## config.mk

```make
export PLATFORM = sky130hd
export DESIGN_NAME = psg_register_controller_flat
export DESIGN_NICKNAME = d
export VERILOG_FILES = /design/src/rtl/psg_pkg.sv /design/src/rtl/psg_register_controller_if.sv /design/src/rtl/psg_register_controller_write_busy_timer.sv /design/src/rtl/psg_register_controller.sv /design/src/flat_wrapper.sv
export SDC_FILE = /design/constraint.sdc
export NUM_CORES = 1
export LEC_CHECK = 0
export ABC_AREA = 1
export CORE_MARGIN = 4
export CORE_UTILIZATION = 50
export CTS_BUF_LIST = sky130_fd_sc_hd__clkbuf_16
export CTS_CLUSTER_DIAMETER = 40
export DETAILED_ROUTE_END_ITERATION = 12
export GPL_TIMING_DRIVEN = 0
export PLACE_DENSITY = 0.86
export SETUP_SLACK_MARGIN = 0.3
export SYNTH_ARGS = -nofsm -noshare
export SYNTH_HDL_FRONTEND = slang
export SYNTH_SLANG_ARGS = --single-unit
```

## constraint.sdc

```tcl
create_clock -name clk -period 2.64 [get_ports clk]
set_input_delay 0.264 -clock clk [delete_from_list [all_inputs] [get_ports clk]]
set_output_delay 0.264 -clock clk [all_outputs]
set_load 0.01 [all_outputs]
```

## src/rtl/psg_pkg.sv

```systemverilog
// ---------------------------------------------------------------------------
// psg_pkg
// Shared constants and types for the SN76489-style PSG register controller.
//   - Channel indices (three tone channels plus the noise channel)
//   - Bit positions of the fields inside a latch byte
//   - Register-type encoding and the reset/silent attenuation value
//   - Busy-timer state type and counter width
// ---------------------------------------------------------------------------
package psg_pkg;

   localparam logic [1:0] CH_TONE0 = 2'd0;
   localparam logic [1:0] CH_TONE1 = 2'd1;
   localparam logic [1:0] CH_TONE2 = 2'd2;
   localparam logic [1:0] CH_NOISE = 2'd3;

   // Latch byte layout: 1 ch[1:0] type d[3:0]
   localparam int LATCH_FLAG = 7;
   localparam int CH_MSB     = 6;
   localparam int CH_LSB     = 5;
   localparam int TYPE_BIT   = 4;

   localparam logic [3:0] ATTEN_SILENT = 4'hF;
   localparam logic       TYPE_TONE    = 1'b0;
   localparam logic       TYPE_ATTEN   = 1'b1;

   // Load value is BUSY_CYCLES-1 <= 254, so 8 bits never wrap.
   localparam int BUSY_CNT_W = 8;

   typedef enum logic {
      ST_IDLE = 1'b0,
      ST_BUSY = 1'b1
   } busy_state_t;

   // Currently latched register: channel and register type.
   typedef struct packed {
      logic [1:0] ch;
      logic       typ;
   } latch_t;

endpackage

```

## src/rtl/psg_register_controller_if.sv

```systemverilog
// ---------------------------------------------------------------------------
// psg_register_controller_if
// Host write bus of the PSG register controller.
//   data          host write byte (valid with wr_strobe)
//   wr_strobe     single-cycle write request
//   ready         1 = a write will be accepted this cycle
//   write_dropped one-cycle pulse when a write arrived while not ready
// master = host side, slave = controller side.
// ---------------------------------------------------------------------------
interface psg_register_controller_if;

   logic [7:0] data;
   logic       wr_strobe;
   logic       ready;
   logic       write_dropped;

   modport master (
      output data,
      output wr_strobe,
      input  ready,
      input  write_dropped
   );

   modport slave (
      input  data,
      input  wr_strobe,
      output ready,
      output write_dropped
   );

endinterface

```

## src/rtl/psg_register_controller_write_busy_timer.sv

```systemverilog
// ---------------------------------------------------------------------------
// write_busy_timer
// Emulates the chip's READY handshake: after a start pulse, o_ready drops
// for exactly BUSY_CYCLES clock cycles and then returns high.
// Ports:
//   clk      system clock
//   rst_n    asynchronous active-low reset (returns to IDLE, ready high)
//   i_start  accepted-write pulse; only honoured in IDLE
//   o_ready  registered ready flag
// ---------------------------------------------------------------------------
module write_busy_timer
   import psg_pkg::*;
#(
   parameter int BUSY_CYCLES = 32
) (
   input  logic clk,
   input  logic rst_n,
   input  logic i_start,
   output logic o_ready
);

   localparam logic [BUSY_CNT_W-1:0] LOAD_VAL = BUSY_CNT_W'(BUSY_CYCLES - 1);

   busy_state_t           r_state;
   logic [BUSY_CNT_W-1:0] r_count;
   logic                  r_ready;

   // The start edge loads BUSY_CYCLES-1; the edge that sees 0 returns to
   // IDLE, so ready is low for BUSY_CYCLES cycles in total.
   always_ff @(posedge clk or negedge rst_n) begin
      if (!rst_n) begin
         r_state <= ST_IDLE;
         r_count <= '0;
         r_ready <= 1'b1;
      end else begin
         case (r_state)
            ST_IDLE: begin
               if (i_start) begin
                  r_state <= ST_BUSY;
                  r_count <= LOAD_VAL;
                  r_ready <= 1'b0;
               end
            end
            ST_BUSY: begin
               if (r_count == '0) begin
                  r_state <= ST_IDLE;
                  r_ready <= 1'b1;
               end else begin
                  r_count <= r_count - 1'b1;
               end
            end
            default: begin
               r_state <= ST_IDLE;
               r_count <= '0;
               r_ready <= 1'b1;
            end
         endcase
      end
   end

   assign o_ready = r_ready;

endmodule

```

## src/rtl/psg_register_controller.sv

```systemverilog
// ---------------------------------------------------------------------------
// psg_register_controller
// Decodes the SN76489 latch/data byte protocol into per-channel registers.
// Ports:
//   clk, rst_n          clock, asynchronous active-low reset
//   bus (slave)         host write bus: data, wr_strobe, ready, write_dropped
//   o_tone_freq_0..2    10-bit tone period registers
//   o_attenuation_0..3  4-bit attenuation (4'hF silent, index 3 = noise)
//   o_noise_control     {FB, NF[1:0]}
//   o_restart_noise     one-cycle pulse on every noise-control write
// ---------------------------------------------------------------------------
module psg_register_controller
   import psg_pkg::*;
#(
   parameter int COUNTER_BITS = 10,
   parameter int BUSY_CYCLES  = 32
) (
   input  logic                    clk,
   input  logic                    rst_n,
   psg_register_controller_if.slave bus,
   output logic [COUNTER_BITS-1:0] o_tone_freq_0,
   output logic [COUNTER_BITS-1:0] o_tone_freq_1,
   output logic [COUNTER_BITS-1:0] o_tone_freq_2,
   output logic [3:0]              o_attenuation_0,
   output logic [3:0]              o_attenuation_1,
   output logic [3:0]              o_attenuation_2,
   output logic [3:0]              o_attenuation_3,
   output logic [2:0]              o_noise_control,
   output logic                    o_restart_noise
);

   logic [COUNTER_BITS-1:0] r_tone [3];
   logic [3:0]              r_atten [4];
   logic [2:0]              r_noise_control;
   latch_t                  r_latch;
   logic                    r_restart_noise;
   logic                    r_write_dropped;

   logic       w_ready;
   logic       w_accept;
   logic       w_is_latch;
   logic [1:0] w_ch;
   logic       w_type;
   logic       w_noise_wr;

   assign w_accept   = bus.wr_strobe & w_ready;
   assign w_is_latch = bus.data[LATCH_FLAG];

   // A latch byte targets the register it names; a data byte targets the
   // register remembered from the last latch byte.
   assign w_ch   = w_is_latch ? bus.data[CH_MSB:CH_LSB] : r_latch.ch;
   assign w_type = w_is_latch ? bus.data[TYPE_BIT]      : r_latch.typ;

   assign w_noise_wr = w_accept && (w_type == TYPE_TONE) && (w_ch == CH_NOISE);

   write_busy_timer #(
      .BUSY_CYCLES (BUSY_CYCLES)
   ) u_busy_timer (
      .clk     (clk),
      .rst_n   (rst_n),
      .i_start (w_accept),
      .o_ready (w_ready)
   );

   // Tone period registers: latch bytes write the low nibble, data bytes
   // write the upper six bits; the other part is held.
   generate
      for (genvar gi = 0; gi < 3; gi++) begin : g_tone
         always_ff @(posedge clk or negedge rst_n) begin
            if (!rst_n) begin
               r_tone[gi] <= '0;
            end else if (w_accept && (w_type == TYPE_TONE) && (w_ch == 2'(gi))) begin
               if (w_is_latch) begin
                  r_tone[gi][3:0] <= bus.data[3:0];
               end else begin
                  r_tone[gi][COUNTER_BITS-1:4] <= bus.data[COUNTER_BITS-5:0];
               end
            end
         end
      end

      for (genvar gi = 0; gi < 4; gi++) begin : g_atten
         always_ff @(posedge clk or negedge rst_n) begin
            if (!rst_n) begin
               r_atten[gi] <= ATTEN_SILENT;
            end else if (w_accept && (w_type == TYPE_ATTEN) && (w_ch == 2'(gi))) begin
               r_atten[gi] <= bus.data[3:0];
            end
         end
      end
   endgenerate

   always_ff @(posedge clk or negedge rst_n) begin
      if (!rst_n) begin
         r_latch         <= '{ch: CH_TONE0, typ: TYPE_TONE};
         r_noise_control <= 3'b000;
         r_restart_noise <= 1'b0;
         r_write_dropped <= 1'b0;
      end else begin
         r_restart_noise <= w_noise_wr;
         r_write_dropped <= bus.wr_strobe & ~w_ready;
         if (w_accept && w_is_latch) begin
            r_latch <= '{ch: bus.data[CH_MSB:CH_LSB], typ: bus.data[TYPE_BIT]};
         end
         if (w_noise_wr) begin
            r_noise_control <= bus.data[2:0];
         end
      end
   end

   assign bus.ready         = w_ready;
   assign bus.write_dropped = r_write_dropped;

   assign o_tone_freq_0   = r_tone[0];
   assign o_tone_freq_1   = r_tone[1];
   assign o_tone_freq_2   = r_tone[2];
   assign o_attenuation_0 = r_atten[0];
   assign o_attenuation_1 = r_atten[1];
   assign o_attenuation_2 = r_atten[2];
   assign o_attenuation_3 = r_atten[3];
   assign o_noise_control = r_noise_control;
   assign o_restart_noise = r_restart_noise;

endmodule

```

## src/flat_wrapper.sv

```systemverilog
// flat-port wrapper written by rule: the top's interface ports become plain ports
module psg_register_controller_flat import psg_pkg::*;
#(
   parameter int COUNTER_BITS = 10,
   parameter int BUSY_CYCLES  = 32
)
  (clk, rst_n, o_tone_freq_0, o_tone_freq_1, o_tone_freq_2, o_attenuation_0, o_attenuation_1, o_attenuation_2, o_attenuation_3, o_noise_control, o_restart_noise, bus_data, bus_wr_strobe, bus_ready, bus_write_dropped);
  psg_register_controller_if bus_i ();
  input  logic clk;
  input  logic rst_n;
  output logic [COUNTER_BITS-1:0] o_tone_freq_0;
  output logic [COUNTER_BITS-1:0] o_tone_freq_1;
  output logic [COUNTER_BITS-1:0] o_tone_freq_2;
  output logic [3:0] o_attenuation_0;
  output logic [3:0] o_attenuation_1;
  output logic [3:0] o_attenuation_2;
  output logic [3:0] o_attenuation_3;
  output logic [2:0] o_noise_control;
  output logic o_restart_noise;
  input wire logic [$bits(bus_i.data)-1:0] bus_data;
  input wire logic [$bits(bus_i.wr_strobe)-1:0] bus_wr_strobe;
  output wire logic [$bits(bus_i.ready)-1:0] bus_ready;
  output wire logic [$bits(bus_i.write_dropped)-1:0] bus_write_dropped;
  assign bus_i.data = bus_data;
  assign bus_i.wr_strobe = bus_wr_strobe;
  assign bus_ready = bus_i.ready;
  assign bus_write_dropped = bus_i.write_dropped;
  psg_register_controller #(.COUNTER_BITS(COUNTER_BITS), .BUSY_CYCLES(BUSY_CYCLES)) u_core (.clk(clk), .rst_n(rst_n), .bus(bus_i), .o_tone_freq_0(o_tone_freq_0), .o_tone_freq_1(o_tone_freq_1), .o_tone_freq_2(o_tone_freq_2), .o_attenuation_0(o_attenuation_0), .o_attenuation_1(o_attenuation_1), .o_attenuation_2(o_attenuation_2), .o_attenuation_3(o_attenuation_3), .o_noise_control(o_noise_control), .o_restart_noise(o_restart_noise));
endmodule
```

### After elaboration in Yosys (flattened, before gate mapping)

Index checks and enable logic that the tools add are counted.

| storage, ports and cells | value |
|---|---|
| register bits after elaboration | 64 |
| bits of input ports | 11 |
| output and inout port bits | 52 |
| word-level logic and storage cells | 63 |

| cells by class | value |
|---|---|
| $add $sub $neg | 1 |
| eq/ne operators | 6 |
| muxes and demuxes | 11 |
| bitwise gates (word level) | 6 |
| reduce and logical (&&, ||, !) cells | 21 |

Operators by type and width:

| kind | number |
|---|---|
| $mux W8 | 2 |
| $pmux W8 S2 | 1 |
| $reduce_and A2 Y1 | 8 |
| $logic_and A1 B1 Y1 | 11 |
| $logic_not A8 Y1 | 1 |
| $sub A8 B1 Y8 const B | 1 |
| $mux W1 | 5 |
| $eq A2 B2 Y1 const B | 2 |
| $ne A2 B1 Y1 const B | 2 |
| $not A1 Y1 | 4 |
| $pmux W1 S2 | 2 |
| $and A1 B1 Y1 | 2 |
| $eq A2 B1 Y1 const B | 1 |
| $logic_not A2 Y1 | 1 |
| $mux W2 | 1 |
| $ne A2 B2 Y1 const B | 1 |

### Longest topological paths before layout

Gate-level depths: netlist of run 1.

| logic depth | value |
|---|---|
| word-level depth | 5 |
| depth in mapped cells | 11 |
| gate-level depth less buffers | 10 |

### Modules after synthesis

A second synthesis of run 1 with hierarchy kept.

| second synthesis, totals | value |
|---|---|
| cell total of the unflattened synthesis | 350 |
| area, all modules | 3005.4 um^2 |

By module, submodules not included:

| module | instances | cells an instance | area an instance (um^2) | sequential area each (um^2) |
|---|---|---|---|---|
| psg_register_controller | 1 | 269 | 2376.0 | 1371.3 |
| write_busy_timer | 1 | 81 | 629.4 | 251.5 |

### Least setup slack after synthesis of run 1

OpenSTA, ideal clock, no wires.

| path | value |
|---|---|
| kind | register to register |
| start point | register u_core.u_busy_timer.r_count[0] |
| end point | register u_core.u_busy_timer.r_count[3] |
| setup time | 123 ps |
| arrival | 1344 ps |
| data required time | 2517 ps |
| setup slack | 1173 ps |
| cell stages (with the launch flop) | 10 |
| buffers on the path | 0 |
| clock period less this slack | 1467 ps |
| cells stage by stage | dfrtp_1 inv_1 ha_1 nand2_1 nor2_1 nand2_1 nand2_1 nand2_1 o21ai_0 nand2_1 |

| between the ends | value |
|---|---|
| longest elaborated chain between the ends | 3 |
| elaborated cells on any way between the ends | 6 |
| classes of those cells | 1 x add/sub; 1 x eq/ne; 2 x mux; 2 x reduce/logical |

Ends and longest elaborated chain:

| item | line | RTL |
|---|---|---|
| from (decl) | psg_register_controller_write_busy_timer.sv:25 | `logic [BUSY_CNT_W-1:0] r_count;` |
| from (signal assigned) | psg_register_controller_write_busy_timer.sv:49 | `r_count <= r_count - 1'b1;` |
| $sub A8 B1 Y8 or $logic_not A8 Y1 (tied branches) | psg_register_controller_write_busy_timer.sv:49, psg_register_controller_write_busy_timer.sv:45 |  |
| $mux W8 or $ne A2 B2 Y1 (tied branches) | n/a |  |
| $pmux W8 S2 or $reduce_and A2 Y1 (tied branches) | n/a |  |

Several ways; a longest one is shown, not always the timed one. The select of a mux whose other input is x is not followed.
A chain may end at the register's enable or synchronous reset.

### Worst setup path in the final report of run 1

| path | value |
|---|---|
| start point | register u_core.u_busy_timer.r_count[0] |
| end point | register u_core.u_busy_timer.r_count[5] |

Same word-level chain as after synthesis.

==> results of run 1 <==
==> synthesized netlist by cell type <==
library cell  number
nand2_1          144
dfrtp_1           47
o21ai_0           24
inv_1             23
dfstp_2           17
nor2_1            17
nand3_1            7
nand2_2            6
nor2_2             5
nor2_4             5
inv_2              3
mux2_2             3
a21oi_1            1
a31oi_1            1
buf_6              1
clkbuf_1           1
ha_1               1
inv_6              1
nand2_4            1
nand4_1            1
or2_2              1
xnor2_1            1
xor2_1             1
==> cells in the final DEF, fill, tap and decap left out, drive strengths merged, types with 3 or more instances in the layout <==
cell type and n:
dfrtp 47, clkbuf 10, dfstp 17, mux2 3, nand2 151, clkdlybuf4s50 60, nor2 27, inv 29
clkinv 4, buf 3, o21ai 24, nand3 7
==> metrics by stage <==
| step | utilization | power, µW | TNS (ps) |
|---|---|---|---|
| 6_report | 0.7168 | 3523 | 0 |
| 5_1_grt | 0.7168 | 3706 | 0 |
| 4_1_cts | 0.7168 | 3547 | 0 |
| 3_3_place_gp | 0.6582 | 2390 | -27640 |
| 3_5_place_dp | 0.6611 | 2423 | 0 |
| 2_1_floorplan | - | 1806 | 0 |
==> final cells by class <==
| class | instances | area, µm² |
|---|---|---|
| flip-flops and latches | 64 | 1623 |
| fillers | 374 | 1474 |
| multi-input cells | 219 | 983.4 |
| repair buffers | 63 | 635.6 |
| clock buffers | 9 | 225.2 |
| inverters | 27 | 106.4 |
| well taps | 70 | 87.58 |
| clock inverters | 7 | 55.05 |
| plain buffers | 2 | 15.01 |
==> path summary, 6_finish.rpt <==
path | cells after the start | slack, ps | startpoint | endpoint
hold reg to reg | 2 | 470 | u_core.o_tone_freq_0[7]$_DFFE_PN0P_ | u_core.o_tone_freq_0[7]$_DFFE_PN0P_
setup / recovery | 8 | 850 | u_core.u_busy_timer.r_count[0]$_DFFE_PN0P_ | u_core.u_busy_timer.r_count[5]$_DFFE_PN0P_
max in group asynchronous | 3 | 1430 | rst_n | u_core.u_busy_timer.o_ready$_DFFE_PN1P_
setup reg to reg | 8 | 850 | u_core.u_busy_timer.r_count[0]$_DFFE_PN0P_ | u_core.u_busy_timer.r_count[5]$_DFFE_PN0P_
min in group asynchronous | 2 | 530 | rst_n | u_core.o_tone_freq_0[0]$_DFFE_PN0P_
hold / removal | 4 | 300 | bus_data[7] | u_core.o_tone_freq_1[9]$_DFFE_PN0P_
==> metal layers <==
layer / track usage / share of wire / up-vias
li1: - / - / 1116
met1: 0.2477 / 0.41 / 1104
met2: 0.3813 / 0.52 / 76
met3: 0.05482 / 0.058 / 4
met4: 0.06478 / 0.0067 / 0
met5: 0 / 0 / -
==> power by group through the flow <==
stage	logic, µW	clock network [µW]	registers (µW)
floorplan	248	0	1560
global placement	940	0	1450
detailed placement	969	0	1450
CTS	984	1120	1440
global route	1060	1180	1470
finish	969	1110	1450
==> registers in the layout (all words and copies together) (netlist names), 3 cells and up <==
name,flops
u_core.o_attenuation_1,4
u_core.o_tone_freq_0,10
u_core.o_attenuation_3,4
u_core.r_latch,3
u_core.o_tone_freq_2,10
u_core.u_busy_timer.r_count,8
u_core.o_attenuation_2,4
u_core.o_attenuation_0,4
u_core.o_noise_control,3
u_core.o_tone_freq_1,10
==> logic make-up after synthesis <==
logic type               synth area share
adder cells (fa/ha/maj)          0.004586
AO/OA/AOI/OAI                     0.04817
flip-flops                         0.5950
AND/OR/NAND/NOR                    0.2890
multiplexers                      0.01238
XOR/XNOR                         0.006423
buffers and inverters             0.04449
==> critical path: cells and delay by family (launching register included) <==
kind                     cells  cell delay (ps)
flip-flops                   1              360
AO/OA/AOI/OAI                1              240
AND/OR/NAND/NOR              5              800
adder cells (fa/ha/maj)      1              180
buffers and inverters        1              130
==> results.md, run 1 <==
- Status: finished, final reports clean
- Combinational share of power: 0.275
- Worst Skew: 2.595 ps
- Starting Density: 0.5240
- Nets: ~400
- I/O pin count: 63
- Share of layout cells above drive strength 1: 0.1458
- Skew-Pair Late Insertion Delay: 320 ps
- Final Hold Fails: 0
- Final max-slew violation count: 0
- Worst hold slack: 304.4 ps
- Site Rows: 26
- Ant diodes: 0
- Total congestion overflow: 0
- Synth top area share: 0.4312
- Yosys cell types: 23
- Maximum VDD drop: 0.0004956 V
- Leakage: 0.001837 µW
- Final setup violation count: 0
- Synth Instances: approximately 310
- Worst slack at placement: 800.2 ps
- DR pass1 iterations: 4
- Avg WL per Cell: 14.01 µm
- Clock Sinks: 64
- CP Launch Type: flip-flop
- Vias in the first global route: 2225
- Antenna violations before repair: 0
- Clock network power share: 0.314
- Remaining DRCs: 0
- Flop pwr share: 0.411
- Cell Area, Placed: 3441 µm²
- Vias per inst: 4.989
- RSZ-0062 raised after global routing: false
- First-pass GRT wire length: 10520 µm
- Die area: 6701 µm²
- Core ar.: 5205 µm²
- Largest net degree at the start of global routing: 35
- Largest area contributor in the netlist: dfrtp_1
- Die height: about 82 µm
- Hold crit path type: input pin to flip-flop
- DR vias: 2300
- DR iter-0 viols: 133
- Period utilization: 0.6798
- Worst slew margin: 0.5421
- Max cap viols: 0
- Worst slew pin tran: 686.9 ps
- Critical path class: flip-flop to flip-flop
- CP arrival: 2020 ps
- Syn Std Cell Area: 2728 µm²
- Total GRT Usage: 0.2125
- Post-synthesis sequential area ratio: 0.5950
- Setup Buffers After CTS: 0
- Final instance area: 3731 µm²
- Minimum clock period: roughly 1800 ps
- Die width: 81.86 µm
- CTS tree: yes
- Synthesized Nets: approximately 320
- Most frequent CP cell: nand2_1
- # resized after CTS: 0
- Top cells by area, synth: dfrtp_1 (43%), nand2_1 (20%), dfstp_2 (16%)
- Root buffer cell: clkbuf_16
- Hold-fix buffers, CTS: 1
- Inst Count DP: 444
- CP max stage cell: dfrtp_1
- Switching part of the total: 0.2764
- Ys Warns: 0
- Post-DRT Antenna Nets: 0
- Area growth syn-to-layout: 36.79%
- Worst path cell trace: inv_1 -> ha_1 -> nand2_1 -> nor2_1 -> nand2_1 -> nand2_1 -> nand2_1 -> o21ai_0
- Final Instance Count excl. Fillers: 461
- Worst Path Required: 2860 ps
- Final WS setup: 845.4 ps
- Total CTS buffers: 9
- Power Dens Cells: 944.1 nW/µm²
- H-tree depth: 3
- Worst stage delay on the critical path: 360 ps
- Synth Area per Inst: 8.742 µm²
- Port Buffers: between 60 and 70
- Cell Int Power: 2549 µW
- CTS Buffer Depth: 2
- CP Capture Type: flip-flop
- Clock slew at reported path FFs: 50 ps
- GPL Wtd Cong: 0.8837
- Synthesized flop and latch total: 64
- Critical path peak fanout: 7
- Drt total wl: 6458 µm
- DP HPWL: ~4400 µm
- Net Switching: 973.7 µW
- Peak Freq: 557.2 MHz
Note: power is estimated with default switching activity, not from simulation.
==> run 2: changes to the inputs <==
--- a/config.mk
+++ b/config.mk
@@ -7,12 +7,12 @@
 export LEC_CHECK = 0
 export ABC_AREA = 1
 export CORE_MARGIN = 4
-export CORE_UTILIZATION = 50
+export CORE_UTILIZATION = 45
 export CTS_BUF_LIST = sky130_fd_sc_hd__clkbuf_16
 export CTS_CLUSTER_DIAMETER = 40
 export DETAILED_ROUTE_END_ITERATION = 12
 export GPL_TIMING_DRIVEN = 0
-export PLACE_DENSITY = 0.86
+export PLACE_DENSITY = 0.82
 export SETUP_SLACK_MARGIN = 0.3
 export SYNTH_ARGS = -nofsm -noshare
 export SYNTH_HDL_FRONTEND = slang
==> constraint.sdc (replaced) <==
create_clock -name clk -period 1.5 [get_ports clk]
set_input_delay 0.15 -clock clk [delete_from_list [all_inputs] [get_ports clk]]
set_output_delay 0.15 -clock clk [all_outputs]
set_load 0.01 [all_outputs]
==> results.md, run 2 (synthesized netlist as in run 1, its figures left out) <==
- DR iter-0 viols: 136
- CP max stage cell: dfstp_2
- Worst Path Required: 1700 ps
- DR pass1 iterations: 4
- Leakage: 0.002098 µW
- Flop pwr share: 0.427
- Maximum VDD drop: 0.0008804 V
- CP Capture Type: flip-flop
- Nets: 417
- Worst slew margin: 0.6890
- Worst Skew: between 6 and 7 ps
- H-tree depth: 3
- Final Hold Fails: 0
- GPL Wtd Cong: 0.8227
- RSZ-0062 raised after global routing: true
- Final instance area: 4046 µm²
- Crit path launch: u_core.u_busy_timer.o_ready$_DFFE_PN1P_
- Core Util, Final: 0.6875
- DR vias: roughly 2.4k
- CTS Buffer Depth: 2
- Max cap viols: 0
- Total GRT Usage: 0.1994
- Die area: ~7400 µm²
- Most frequent CP cell: nand2_4
- Share of layout cells above drive strength 1: 0.3561
- Net Switching: 1756 µW
- Bufs and invs on worst path: 3
- Die width: roughly 86 µm
- Clock network power share: 0.336
- CP Launch Type: flip-flop
- CTS tree: yes
- Skew-Pair Late Insertion Delay: 320 ps
- Ant diodes: 0
- PnR Total Power: 5936 µW
- Vias in the first global route: 2456
- Power Dens Cells: 1467 nW/µm²
- Final max-slew violation count: 0
- Starting Density: 0.4634
- Worst Hold Launch: bus_data[7]
- Total CTS buffers: 9
- Largest net degree at the start of global routing: 34
- Die height: 85.86 µm
- Vias per inst: 5.027
- DP HPWL: 4378 µm
- Remaining DRCs: 0
- Post-DRT Antenna Nets: 0
- Site Rows: 28
- CP top delay family: flip-flops
- Critical path peak fanout: 4
- Area growth syn-to-layout: 48.35%
- First-pass GRT wire length: between 10000 and 15000 µm
- Critical R2R Launch: u_core.u_busy_timer.o_ready$_DFFE_PN1P_
- Clock slew at reported path FFs: 60 ps
- Combinational share of power: 0.237
- Total congestion overflow: 0
- Worst stage delay on the critical path: 560 ps
- Hold crit path type: input pin to flip-flop
- Core ar.: 5886 µm²
- CP arrival: 1640 ps
- Avg WL per Cell: 15.35 µm
- Peak Freq: about 700 MHz
- Critical path class: flip-flop to flip-flop
- Root buffer cell: clkbuf_16
- Commonest cells after routing, fill and taps aside: nand2_1 (119), dfrtp_1 (46), dlygate4sd2_1 (36)
- Worst slew pin tran: between 400 and 500 ps
- Clock Sinks: 64
- Leading cell type in the layout, fill and taps excluded: nand2_1
- I/O pin count: 63
- Period utilization: 0.9544
- Worst path cell trace: nand2_4 -> buf_4 -> buf_6 -> inv_4 -> nand2_4 -> mux2_4
- Status: finished, final reports clean
- Final setup violation count: 0
- Drt total wl: 7445 µm
- Port Buffers: 61
- Minimum clock period: 1432 ps
- Cell Area, Placed: ~3500 µm²
- Antenna violations before repair: 0
- Switching part of the total: 0.2958
- Cell Int Power: 4180 µW
run 2: cell count changes in the layout (fill, tap and decap cells not counted), sizes merged:
cell | before | now
buf | 3 | 38
clkdlybuf4s50 | 60 | 7
clkinvlp | 0 | 2
clkbuf | 10 | 11
inv | 29 | 27
dlygate4sd2 | 0 | 36
run 2: timing repair:
item / 4_1_cts / 5_1_grt
hold endpoints to repair: 31 / 0
endpoints found under the setup margin: 113 / 89
resized for setup: 134 / 44
buffers inserted: 14 / 5
hold buffers: 1 / 0
pin swaps: 18 / 25
run 2: worst min-delay path: cells and delay by family:
family / cells / cell delay (ps)
buffers and inverters: 1 / 150
AND/OR/NAND/NOR: 3 / 210
run 2: power by group through the flow:
stage                     Sequential, µW  Clock (µW)  Combinational, µW
after CTS                           2530        2000               1410
after global routing                2600        2080               1560
final                               2530        1990               1410
after floorplan                     2740           0                427
after detailed placement            2560           0               1700
after global placement              2550           0               1640
run 2: metal layers:
metal  routed length (µm)  global-route usage  share of wire  vias up
met2                 3818              0.3319           0.51       83
met3                  451             0.03554          0.061       22
li1                     -                   -              -     1156
met1                 2957              0.2517           0.40     1177
met4                  218             0.09640          0.029        0
met5                    0                   0              0        -
run 2: final timing paths:
| check | slack, ps | to | depth (start not counted) |
|---|---|---|---|
| worst max-delay path | 70 | u_core.r_latch[1]$_DFFE_PN0P_ | 6 |
| worst min-delay path | 210 | u_core.o_tone_freq_2[3]$_DFFE_PN0P_ | 4 |
| worst max register to register | 70 | u_core.r_latch[1]$_DFFE_PN0P_ | 6 |
| worst min register to register | 470 | u_core.o_tone_freq_0[2]$_DFFE_PN0P_ | 2 |
| max in group asynchronous | 560 | u_core.o_attenuation_2[0]$_DFFE_PN1P_ | 3 |
| min in group asynchronous | 330 | u_core.u_busy_timer.r_count[6]$_DFFE_PN0P_ | 2 |
run 2: stage by stage:
| stage | setup slack (ps) | cells | setup TNS, ps | hold WS [ps] |
|---|---|---|---|---|
| finish | 68.33 | 485 | 0 | 213.1 |
| global placement | -1661 | 448 | -100420 | 458.8 |
| CTS | 65.52 | 480 | 0 | 194.6 |
| floorplan | 178.5 | 312 | 0 | -145.6 |
| detailed placement | -220.9 | 449 | -8106 | 255.0 |
| global route | 17.89 | 485 | 0 | 228.4 |
run 2: cell type report:
| type | count | area, µm² |
|---|---|---|
| Fill cell | 439 | 1839 |
| Sequential cell | 64 | 1624 |
| Multi-Input combinational cell | 219 | 1230 |
| Timing Repair Buffer | 82 | 683.2 |
| Clock buffer | 9 | 225.2 |
| Inverter | 27 | 111.4 |
| Tap cell | 75 | 93.84 |
| Clock inverter | 7 | 62.56 |
| Buffer | 2 | 16.27 |
